**config.mk**
```make
export PLATFORM = sky130hd
export DESIGN_NAME = axi4l_apb_bridge_mslv
export DESIGN_NICKNAME = d
export VERILOG_FILES = /design/src/rtl/axi4l_apb_bridge_mslv.sv
export SDC_FILE = /design/constraint.sdc
export NUM_CORES = 1
export LEC_CHECK = 0
export BUFFER_PORTS_ARGS = -buffer_cell sky130_fd_sc_hd__buf_2
export CORE_AREA = 2 2 139 141
export CTS_CLUSTER_DIAMETER = 50
export DETAILED_ROUTE_END_ITERATION = 10
export DIE_AREA = 0 0 141 143
export PLACE_DENSITY = 0.63
export SETUP_SLACK_MARGIN = 0.02
export SYNTH_ARGS = -nofsm -noshare
export SYNTH_HDL_FRONTEND = slang
export SYNTH_SLANG_ARGS = --single-unit
```
**constraint.sdc**
```tcl
create_clock -name aclk -period 2.6 [get_ports aclk]
set_clock_uncertainty 0.05 [all_clocks]
set_input_delay 0 -clock aclk [delete_from_list [all_inputs] [get_ports aclk]]
set_output_delay 0 -clock aclk [all_outputs]
set_load 0.05 [all_outputs]
```
**src/rtl/axi4l_apb_bridge_mslv.sv**
```systemverilog
// axi4l_apb_bridge_mslv: AXI4-Lite to multi-slave APB bridge, one transaction in flight.
// Define APB_TIMEOUT_EN to abort ACCESS phases that exceed TIMEOUT_CYC cycles with SLVERR.
module axi4l_apb_bridge_mslv #(
    parameter int ADDR_W      = 32,
    parameter int DATA_W      = 32,
    parameter int NUM_SLV     = 4,
    parameter int SEL_LSB     = 12,
    parameter int TIMEOUT_CYC = 16
) (
    input  logic                      aclk,
    input  logic                      areset_n,
    input  logic [ADDR_W-1:0]         AWADDR,
    input  logic                      AWVALID,
    output logic                      AWREADY,
    input  logic [DATA_W-1:0]         WDATA,
    input  logic [DATA_W/8-1:0]       WSTRB,
    input  logic                      WVALID,
    output logic                      WREADY,
    output logic [1:0]                BRESP,
    output logic                      BVALID,
    input  logic                      BREADY,
    input  logic [ADDR_W-1:0]         ARADDR,
    input  logic                      ARVALID,
    output logic                      ARREADY,
    output logic [DATA_W-1:0]         RDATA,
    output logic [1:0]                RRESP,
    output logic                      RVALID,
    input  logic                      RREADY,
    output logic [ADDR_W-1:0]         PADDR,
    output logic [NUM_SLV-1:0]        PSEL,
    output logic                      PENABLE,
    output logic                      PWRITE,
    output logic [DATA_W-1:0]         PWDATA,
    output logic [DATA_W/8-1:0]       PSTRB,
    input  logic [NUM_SLV*DATA_W-1:0] PRDATA,
    input  logic [NUM_SLV-1:0]        PREADY,
    input  logic [NUM_SLV-1:0]        PSLVERR
);
    localparam int IW = NUM_SLV > 1 ? $clog2(NUM_SLV) : 1;
    localparam logic [4:0] NS = 5'(NUM_SLV);
`ifdef APB_TIMEOUT_EN
    localparam int TW = $clog2(TIMEOUT_CYC + 1);
    logic [TW-1:0] tmo_q, tmo_d;
`endif
    typedef enum logic [2:0] {S_IDLE, S_SETUP, S_ACCESS, S_BRESP, S_RRESP} state_t;
    state_t state_q, state_d;
    logic wr_prio_q, wr_prio_d, awready_q, awready_d, arready_q, arready_d;
    logic bvalid_q, bvalid_d, rvalid_q, rvalid_d, penable_q, penable_d, pwrite_q, pwrite_d;
    logic [IW-1:0] idx_q, idx_d;
    logic [ADDR_W-1:0] paddr_q, paddr_d;
    logic [DATA_W-1:0] pwdata_q, pwdata_d, rdata_q, rdata_d, done_data;
    logic [DATA_W/8-1:0] pstrb_q, pstrb_d;
    logic [NUM_SLV-1:0] psel_q, psel_d;
    logic [1:0] resp_q, resp_d, done_resp;
    logic [ADDR_W-1:0] ax_addr;
    logic [4:0] fld;
    logic done;
    logic [DATA_W-1:0] prd [NUM_SLV];
    for (genvar g = 0; g < NUM_SLV; g++) begin : g_prd
        assign prd[g] = PRDATA[g*DATA_W +: DATA_W];
    end
    assign ax_addr = awready_q ? AWADDR : ARADDR;
    // the range check uses a 4-bit field (room for 16 slaves) so unmapped indices raise DECERR
    assign fld = {1'b0, ax_addr[SEL_LSB +: 4]};
    always_comb begin
        state_d   = state_q;
        wr_prio_d = wr_prio_q;
        awready_d = awready_q;
        arready_d = arready_q;
        bvalid_d  = bvalid_q;
        rvalid_d  = rvalid_q;
        penable_d = penable_q;
        pwrite_d  = pwrite_q;
        idx_d     = idx_q;
        paddr_d   = paddr_q;
        pwdata_d  = pwdata_q;
        pstrb_d   = pstrb_q;
        psel_d    = psel_q;
        resp_d    = resp_q;
        rdata_d   = rdata_q;
        done      = 1'b0;
        done_resp = 2'b00;
        done_data = '0;
`ifdef APB_TIMEOUT_EN
        tmo_d     = tmo_q;
`endif
        case (state_q)
            S_IDLE: begin
                if (awready_q || arready_q) begin
                    awready_d = 1'b0;
                    arready_d = 1'b0;
                    pwrite_d  = awready_q;
                    paddr_d   = ax_addr;
                    pwdata_d  = awready_q ? WDATA : pwdata_q;
                    pstrb_d   = awready_q ? WSTRB : '0;
                    idx_d     = fld[IW-1:0];
                    if (fld >= NS) begin
                        state_d  = awready_q ? S_BRESP : S_RRESP;
                        bvalid_d = awready_q;
                        rvalid_d = arready_q;
                        resp_d   = 2'b11;
                        rdata_d  = awready_q ? rdata_q : '0;
                    end else begin
                        state_d = S_SETUP;
                        psel_d  = NUM_SLV'(1) << fld[IW-1:0];
                    end
                end else if (AWVALID && WVALID && (!ARVALID || wr_prio_q)) begin
                    awready_d = 1'b1;
                    wr_prio_d = ARVALID ? 1'b0 : wr_prio_q;
                end else if (ARVALID) begin
                    arready_d = 1'b1;
                    wr_prio_d = (AWVALID && WVALID) ? 1'b1 : wr_prio_q;
                end
            end
            S_SETUP: begin
                state_d   = S_ACCESS;
                penable_d = 1'b1;
`ifdef APB_TIMEOUT_EN
                tmo_d     = '0;
`endif
            end
            S_ACCESS: begin
                if (PREADY[idx_q]) begin
                    done      = 1'b1;
                    done_resp = PSLVERR[idx_q] ? 2'b10 : 2'b00;
                    done_data = prd[idx_q];
                end
`ifdef APB_TIMEOUT_EN
                else if (tmo_q == TW'(TIMEOUT_CYC - 1)) begin
                    done      = 1'b1;
                    done_resp = 2'b10;
                end else
                    tmo_d = tmo_q + 1'b1;
`endif
            end
            S_BRESP: begin
                bvalid_d = BREADY ? 1'b0 : bvalid_q;
                state_d  = BREADY ? S_IDLE : state_q;
            end
            S_RRESP: begin
                rvalid_d = RREADY ? 1'b0 : rvalid_q;
                state_d  = RREADY ? S_IDLE : state_q;
            end
            default: state_d = S_IDLE;
        endcase
        if (done) begin
            state_d   = pwrite_q ? S_BRESP : S_RRESP;
            psel_d    = '0;
            penable_d = 1'b0;
            bvalid_d  = pwrite_q;
            rvalid_d  = !pwrite_q;
            resp_d    = done_resp;
            rdata_d   = pwrite_q ? rdata_q : done_data;
        end
    end
    always_ff @(posedge aclk or negedge areset_n) begin
        if (!areset_n) begin
            state_q   <= S_IDLE;
            wr_prio_q <= 1'b1;
            awready_q <= 1'b0;
            arready_q <= 1'b0;
            bvalid_q  <= 1'b0;
            rvalid_q  <= 1'b0;
            penable_q <= 1'b0;
            pwrite_q  <= 1'b0;
            idx_q     <= '0;
            paddr_q   <= '0;
            pwdata_q  <= '0;
            pstrb_q   <= '0;
            psel_q    <= '0;
            resp_q    <= 2'b00;
            rdata_q   <= '0;
`ifdef APB_TIMEOUT_EN
            tmo_q     <= '0;
`endif
        end else begin
            state_q   <= state_d;
            wr_prio_q <= wr_prio_d;
            awready_q <= awready_d;
            arready_q <= arready_d;
            bvalid_q  <= bvalid_d;
            rvalid_q  <= rvalid_d;
            penable_q <= penable_d;
            pwrite_q  <= pwrite_d;
            idx_q     <= idx_d;
            paddr_q   <= paddr_d;
            pwdata_q  <= pwdata_d;
            pstrb_q   <= pstrb_d;
            psel_q    <= psel_d;
            resp_q    <= resp_d;
            rdata_q   <= rdata_d;
`ifdef APB_TIMEOUT_EN
            tmo_q     <= tmo_d;
`endif
        end
    end
    assign AWREADY = awready_q;
    assign WREADY  = awready_q;
    assign ARREADY = arready_q;
    assign BVALID  = bvalid_q;
    assign RVALID  = rvalid_q;
    assign BRESP   = resp_q;
    assign RRESP   = resp_q;
    assign RDATA   = rdata_q;
    assign PADDR   = paddr_q;
    assign PSEL    = psel_q;
    assign PENABLE = penable_q;
    assign PWRITE  = pwrite_q;
    assign PWDATA  = pwdata_q;
    assign PSTRB   = pstrb_q;
endmodule
```
==> results of run 1 <==
## cell usage in the layout (no fill, tap or decap), types with 17 or more instances in the layout
cell,netlist,final
dfrtp_1,115,113
nand2_1,42,42
clkbuf_16,0,17
buf_2,15,356
mux4_2,34,34
a22o_1,36,36
mux2_2,33,33
mux2i_1,32,32
o21ai_0,37,37
dlygate4sd3_1,0,175
## timing repair
| item | in CTS | in global routing |
|---|---|---|
| gates resized for setup | 0 | 1 |
| setup endpoints to repair | 0 | 13 |
| hold endpoints to repair | 160 | 0 |
| buffers inserted | 0 | 0 |
| hold buffers | 175 | 0 |
## critical path, stage by stage, from the launching register on
cell and delay, ns:
dfrtp_2 0.54, buf_4 0.22, buf_4 0.43, mux2i_1 0.26, dlygate4sd3_1 0.57, o21ai_0 0.09
## where the power goes
| group | internal [W] | leakage (nW) | switching, W | total, W |
|---|---|---|---|---|
| logic | 0.00291 | 3.14 | 0.00526 | 0.00817 |
| registers | 0.00271 | 1.46 | 0.000575 | 0.00329 |
| clock network | 0.00142 | 0.284 | 0.000884 | 0.00230 |
| total | 0.00704 | 4.88 | 0.00671 | 0.0138 |
## flip-flops by register name (all words and copies together), names as in the netlist
signal and flops:
ARREADY 1, AWREADY 1, BRESP 2, BVALID 1, PADDR 31, PENABLE 1, PSEL 4, PSTRB 4
PWDATA 32, PWRITE 1, RDATA 32, RVALID 1, idx_q 1, state_q 3, wr_prio_q 1
## cell type report
class	instances	area, sq um
Inverter	4	15.0
Fill cell	1603	8550
Clock buffer	17	425
Timing Repair Buffer	543	3650
Clock inverter	15	156
Tap cell	234	293
Multi-Input combinational cell	277	2580
Sequential cell	116	2910
## final timing paths
path                                            start                      to  slack, ns  cells past startpoint
max in group asynchronous                    areset_n    PADDR[2]$_DFFE_PN0P_       1.50                      3
worst max register to register    AWREADY$_DFFE_PN0P_    PADDR[1]$_DFFE_PN0P_       0.27                      5
worst max-delay path              AWREADY$_DFFE_PN0P_    PADDR[1]$_DFFE_PN0P_       0.27                      5
worst min-delay path                           BREADY  state_q[0]$_DFFE_PN0P_       0.12                      4
min in group asynchronous                    areset_n   PADDR[25]$_DFFE_PN0P_       0.15                      2
worst min register to register  PADDR[30]$_DFFE_PN0P_   PADDR[30]$_DFFE_PN0P_       0.42                      2
## synth_stat cells (all sizes together), types with 2 or more instances
| cell type | instances | area (sq um) |
|---|---|---|
| mux2 | 33 | 372 |
| nand2b | 3 | 26.3 |
| clkbuf | 13 | 48.8 |
| nor3b | 3 | 22.5 |
| nor2 | 5 | 18.8 |
| and3 | 2 | 12.5 |
| o21ai | 38 | 190 |
| buf | 25 | 154 |
| o21bai | 2 | 15.0 |
| nand3 | 3 | 15.0 |
| nand2 | 43 | 169 |
| dfrtp | 115 | 2880 |
| o31ai | 2 | 15.0 |
| and2 | 2 | 12.5 |
| a21oi | 8 | 40.0 |
| or3b | 3 | 26.3 |
| a21o | 2 | 15.0 |
| mux4 | 34 | 766 |
| or3 | 2 | 12.5 |
| nor3 | 5 | 30.0 |
| a22o | 36 | 315 |
| a211oi | 2 | 15.0 |
| mux2i | 32 | 320 |
| inv | 4 | 15.0 |
## through the flow
stage	setup slack, ns	instances	instance area (sq um)	hold WS (ns)
detailed placement	0.367	999	7700	0.0703
finish	0.271	1206	10000	0.124
CTS	0.125	1206	10000	0.106
global route	0.137	1206	10000	0.128
floorplan	0.337	435	5690	-0.346
global placement	0.437	999	7700	0.0643
## metal layers
metal	share of wire [%]	vias up	global-route usage, %
li1	-	2696	-
met1	38	2729	22.7
met2	53	252	36.8
met3	5.6	40	5.06
met4	2.8	0	8.32
met5	0	-	0
## logic make-up after synthesis
logic type             Yosys count  share of synthesized area, %
AO/OA/AOI/OAI                  102                          12.8
multiplexers                    99                          25.6
buffers and inverters           42                          3.83
flip-flops                     116                          51.1
XOR/XNOR                         1                         0.154
AND/OR/NAND/NOR                 75                          6.56
==> metrics.cfg, run 1 <==
[cts]
cts_sinks=116
htreeDepth=4
cts_buffers=17
tritoncts=done
root_buffer=clkbuf_16
clock_latency_ns=0.41
cts_buffer_depth=2
clk_pin_slew_ns=0.06

[detailed_routing]
avgViaCountPerCell=4.74
ant_nets=0
drt_iter0_drc=194
routedWlPerCell_microns=17.0
wl_microns=20400
dr.pass1.iters=4
dr_total_vias=5717
drcViolationCount=0

[critical_path]
arrival_ns=2.55
cp.required_ns=2.83
worst-setup-path-type=reg2reg
end_kind=register
crit_fanout=28
crit_path_start_kind=register

[global_route]
grt_use_total_pct=20.3
grt_overflow_total=0
grt_pass1_wl_microns=31400
grt_max_degree=57
grt_pass1_vias=6058
grt_antenna_before_repair=0

[die]
rows=50
io_pins=358
dieArea_sq_um=20200
core_sq_um=18600
die_x_microns=141
die_h_microns=143
start_util_pct=30.6

[placement]
gp_congestion=0.808
port_buffers=357
place_hpwl_microns=13400

[synth]
ys_warn_count=0
synth_edf_count=0
netlist_instances=435
syn_avg_cell_area_sq_um=13.1
ys.flop_type=dfrtp_1
syn-num-nets=678
yosysUniqueCellTypes=51
syn_area_sq_um=5690
yosysSeqAreaShare_pct=51.1
synthArstFlopShare_pct=100
synth-seq-cells=116

[final_layout]
drive_gt1_share_pct=49.3
antenna_cells=0
postLayoutCoreUtil_pct=54.0
area_delta_synth_final_pct=76.4
layout.nets=1202

[pwr]
ir_drop_v=0.000737
power.leakage_nw=4.88
power_density_nw_per_um2=1370
finalPower_w=0.0138

[worst_hold_path]
holdCritPathClass=in2reg

[timing]
rsz0062_at_grt=no
worstMarginPinSlew_ns=0.765
max_freq_mhz=429
period_share_pct=89.6
setup_viol=0
min_period_ns=2.33
finalHoldViolations=0
slew_headroom_pct=49.0
slew_violations=0
tns_ns=0

[flow_run]
cap_violations=0

[status]
outcome=complete, no violations

Power figures use the tool's default switching activity.
==> run 2: changes to the inputs <==
- CORE_AREA: 2 2 139 141 -> 2 2 141 143
- DIE_AREA: 0 0 141 143 -> 0 0 143 145
- PLACE_DENSITY: 0.63 -> 0.61
==> run 2 against run 1 <==
  * Sequential power about the same
  * Combinational power down 0.5%
  * Critical path depth unchanged
  * Clock power about the same
  * Sequential cell count unchanged
  * Sequential share of layout area down 0.23 points
  * Register-to-register slack better by 0.05 ns
  * Die area up 2.8%
  * Fmax up 2.0%
  * Wire length down 4.3%
  * Critical path type unchanged
  * Critical endpoint is now PSEL[0]$_DFFE_PN0P_
==> metrics.cfg, run 2 (synthesized netlist as in run 1, its figures left out) <==
[timing]
setup_viol=0
max_freq_mhz=438
finalHoldViolations=0
slew_headroom_pct=50.6
slew_violations=0
tns_ns=0
min_period_ns=2.28
worstMarginPinSlew_ns=0.738
rsz0062_at_grt=no
period_share_pct=87.8

[final_layout]
nFillCells=1656
final_common_cell=buf_2
final_cell_mix=buf_2, dlygate4sd3_1, dfrtp_1
layout.nets=1204
regArea_sq_um=2910
drive_gt1_share_pct=49.2
antenna_cells=0
area_delta_synth_final_pct=77.8
multiInputGateArea_sq_um=2580

[placement]
port_buffers=357
place_hpwl_microns=13100
gp_congestion=0.862

[die]
die_x_microns=143
die_h_microns=145
start_util_pct=29.6
core_sq_um=19200
dieArea_sq_um=20700
rows=51
io_pins=358

[flow_run]
cap_violations=0

[global_route]
grt_use_total_pct=19.1
grt_max_degree=53
grt_antenna_before_repair=0
grt_overflow_total=0
grt_pass1_vias=6263
grt_pass1_wl_microns=31100

[cts]
clk_pin_slew_ns=0.05
htreeDepth=4
cts_buffer_depth=2
post_cts_buffers=0
clock_latency_ns=0.40
cts_sinks=116
tritoncts=done
root_buffer=clkbuf_16
cts_buffers=17

[detailed_routing]
wl_microns=19600
routedWlPerCell_microns=15.8
drcViolationCount=0
avgViaCountPerCell=4.60
dr.pass1.iters=5
dr_total_vias=5689
ant_nets=0
drt_iter0_drc=165

[critical_path]
crit_fanout=32
cp.required_ns=2.88
r2r_cells=5
end_kind=register
worst-setup-path-type=reg2reg
cp_slowest_cell=dlygate4sd3_1
regToRegStartpoint=AWREADY$_DFFE_PN0P_
crit_path_start_kind=register
crit_chain=buf_6, mux2i_1, dlygate4sd3_1, nand3b_1, a21oi_1
rrSetupSlack_ns=0.32
max_stage_delay_ns=0.62
arrival_ns=2.56
crit_end=PSEL[0]$_DFFE_PN0P_
timing.rr.end=PSEL[0]$_DFFE_PN0P_
worstSetupStartpoint=AWREADY$_DFFE_PN0P_

[worst_hold_path]
holdCritPathClass=in2reg

[status]
outcome=complete, no violations

[pwr]
power_density_nw_per_um2=1360
finalPower_w=0.0137
ir_drop_v=0.000670
power.leakage_nw=4.90

[run 2: area by class of cell]
cell class / count / area share [%]
flip-flops and latches: 116 / 28.7
inverters: 4 / 0.148
multi-input cells: 277 / 25.6
clock buffers: 23 / 4.92
well taps: 265 / 3.28
repair buffers: 545 / 36.4
clock inverters: 8 / 0.977
[run 2: worst min path at each step]
stage              from                endpoint  slack (ns)  depth (start not counted)
2_1_floorplan  areset_n     ARREADY$_DFFE_PN0P_       -0.35                          0
3_3_place_gp   areset_n   PADDR[28]$_DFFE_PN0P_        0.03                          1
3_5_place_dp   areset_n   PADDR[30]$_DFFE_PN0P_        0.04                          1
4_1_cts          BREADY  state_q[0]$_DFFE_PN0P_         0.1                          4
5_1_grt          BREADY  state_q[0]$_DFFE_PN0P_        0.14                          4
6_report         BREADY  state_q[0]$_DFFE_PN0P_        0.11                          4
[run 2: per-layer routing]
layer  global-route usage [%]  wire (microns)  vias to the layer above
met5                        0               0                        -
met4                     6.73             512                        0
met3                     4.46            1120                       35
met2                     34.5           10300                      243
met1                     21.7            7620                     2716
li1                         -               -                     2695
[run 2: what timing repair did]
action / in CTS / in global routing
resized for setup: 0 / 1
hold buffers: 175 / 0
endpoints found under the hold margin: 156 / 0
endpoints found under the setup margin: 0 / 2
[run 2: critical path, delay by kind of cell, from the launching register on]
kind / cells / cell delay, ns
muxes: 1 / 0.35
DFF: 1 / 0.56
and+or+nand+nor: 1 / 0.08
AOI/OAI and AO/OA: 1 / 0.14
buffers and inverters: 2 / 1.01
[run 2: through the flow]
stage,area [sq um],cells,hold WS [ns],util (%),worst slack [ns]
after floorplan,5690,435,-0.346,-,0.337
after global placement,7760,1032,0.0349,40.4,0.444
after detailed placement,7760,1032,0.0383,40.4,0.376
after CTS,10100,1238,0.0995,52.6,0.174
after global routing,10100,1238,0.136,52.7,0.112
final,10100,1238,0.112,52.7,0.317
[run 2: report_power, final]
group,leakage [nW],total (W),internal [W],switching (W)
combinational,3.15,0.00813,0.00294,0.00520
sequential,1.46,0.00326,0.00271,0.000552
clock,0.291,0.00233,0.00153,0.000804
total,4.90,0.0137,0.00718,0.00655
==> run 3: changes to the inputs <==
- REMOVE_ABC_BUFFERS: default -> 1
==> run 3 against run 2 <==
  * Fmax decreased by 1.4%
  * Worst hold slack worse by 0.088 ns
  * First-iteration DRC count fell by 3.6%
  * Clock power increased by 11%
  * Design area rose by 0.14%
  * Critical endpoint is now RDATA[15]$_DFFE_PN0P_
  * Largest power group unchanged
==> metrics.cfg, run 3 (synthesized netlist as in run 1, its figures left out) <==
[status]
outcome=complete, no violations

[global_route]
grt_use_met2_pct=34.4
grt_pass1_wl_microns=30100
grt_max_degree=73
gr-usage-met1_pct=20.0
top_usage_layer=met2
grt_use_total_pct=18.6
use_met3_pct=4.39
grt_pass1_vias=6015
grt_antenna_before_repair=2
grt_overflow_total=0

[placement]
port_buffers=357
postPlaceCellArea_sq_um=7750
place_ws_ns=0.367
gp_congestion=0.791
place_hpwl_microns=13000

[cts]
clk_pin_slew_ns=0.05
cts_buffers=17
cts_sinks=116
cts_buffer_depth=2
htreeDepth=4
root_buffer=clkbuf_16
clock_latency_ns=0.41
tritoncts=done

[timing]
period_share_pct=89.1
slew_violations=0
worst_slack_ns=0.284
worstMarginPinSlew_ns=0.692
whs_ns=0.0247
setup_viol=0
max_freq_mhz=432
rsz0062_at_grt=no
finalHoldViolations=0
min_period_ns=2.32
slew_headroom_pct=53.7

[final_layout]
final_common_cell=buf_2
finish.instance_area_sq_um=10100
drive_gt1_share_pct=49.4
postLayoutCoreUtil_pct=52.7
area_delta_synth_final_pct=78.1
final_cell_mix=buf_2, dlygate4sd3_1, dfrtp_1
antenna_cells=0
layout.nets=1198

[critical_path]
worstSetupStartpoint=idx_q[0]$_DFFE_PN0P_
arrival_ns=2.56
crit_end=RDATA[15]$_DFFE_PN0P_
rrSetupSlack_ns=0.28
cp.required_ns=2.84
timing.rr.end=RDATA[15]$_DFFE_PN0P_
worst-setup-path-type=reg2reg
regToRegStartpoint=idx_q[0]$_DFFE_PN0P_
r2r_cells=4
end_kind=register
crit_path_start_kind=register
crit_fanout=35

[pwr]
power_density_nw_per_um2=1380
power.leakage_nw=4.90
clkPwrFrac_pct=18.6
pwr-share-comb_pct=58.3
p_seq_share_pct=23.2
ir_drop_v=0.000513
intPower_w=0.00741
power.switching_w=0.00655
swShare_pct=46.9

[detailed_routing]
ant_nets=0
drt_iter0_drc=159
drcViolationCount=0
wl_microns=19000
dr_total_vias=5637
dr.pass1.iters=4
routedWlPerCell_microns=15.4
avgViaCountPerCell=4.57

[worst_hold_path]
holdCritPathClass=in2reg
hp-start=AWADDR[12]

[die]
die_h_microns=145
die_x_microns=143
dieArea_sq_um=20700
rows=51
io_pins=358
start_util_pct=29.6
core_sq_um=19200

[flow_run]
cap_violations=0

run 3: changes by cell type in the layout (fill, tap and decap cells not counted):
cell / change
dlygate4sd3_1: -4
bufinv_16: +3
buf_4: -2
clkbuf_8: -2
and2_1: +1
and2_2: -1
clkbuf_1: -1
clkinv_2: -1
clkinvlp_4: +1
inv_6: +1
run 3: worst max-delay path, stage by stage, from the launching register on:
cell and delay (ns):
dfrtp_2 0.39, buf_6 0.41, mux4_2 0.56, dlygate4sd3_1 0.59, a22o_1 0.18
run 3: worst min path at each step:
| stage | to | cells after the start |
|---|---|---|
| after floorplan | ARREADY$_DFFE_PN0P_ | 0 |
| after global routing | PADDR[13]$_DFFE_PN0P_ | 3 |
| after CTS | PADDR[13]$_DFFE_PN0P_ | 3 |
| after detailed placement | RDATA[26]$_DFFE_PN0P_ | 1 |
| final | idx_q[0]$_DFFE_PN0P_ | 3 |
| after global placement | RDATA[26]$_DFFE_PN0P_ | 1 |
run 3: repair_timing:
item                       CTS  global route
setup endpoints to repair    0            10
setup buffers                0             0
hold endpoints to repair   148             0
gates resized for setup      0             1
hold buffers               171             0
run 3: power by group through the flow:
stage / Clock (W) / Combinational, W / Sequential (W)
global placement: 0 / 0.00738 / 0.00324
CTS: 0.00267 / 0.00817 / 0.00323
detailed placement: 0 / 0.00746 / 0.00325
finish: 0.00259 / 0.00814 / 0.00324
global route: 0.00276 / 0.00864 / 0.00337
floorplan: 0 / 0.00225 / 0.00653
run 3: layout make-up:
class / instances / area [sq um]
clock buffers: 20 / 467
flip-flops and latches: 116 / 2910
inverters: 4 / 15.0
clock inverters: 12 / 200
repair buffers: 539 / 3620
fillers: 1641 / 9080
multi-input cells: 277 / 2580
well taps: 265 / 332
run 3: routing by layer:
layer	wire (microns)	vias to the layer above	share of wire, %
met3	1150	37	6.0
met4	451	4	2.4
li1	-	2690	-
met5	30	-	0.16
met2	10200	239	54
met1	7180	2667	38
run 3: stage by stage:
stage          TNS [ns]  instances  total power [W]
6_report              0       1233           0.0140
5_1_grt               0       1233           0.0148
4_1_cts               0       1233           0.0141
3_5_place_dp          0       1030           0.0107
3_3_place_gp          0       1030           0.0106
2_1_floorplan   -138.64        397          0.00878
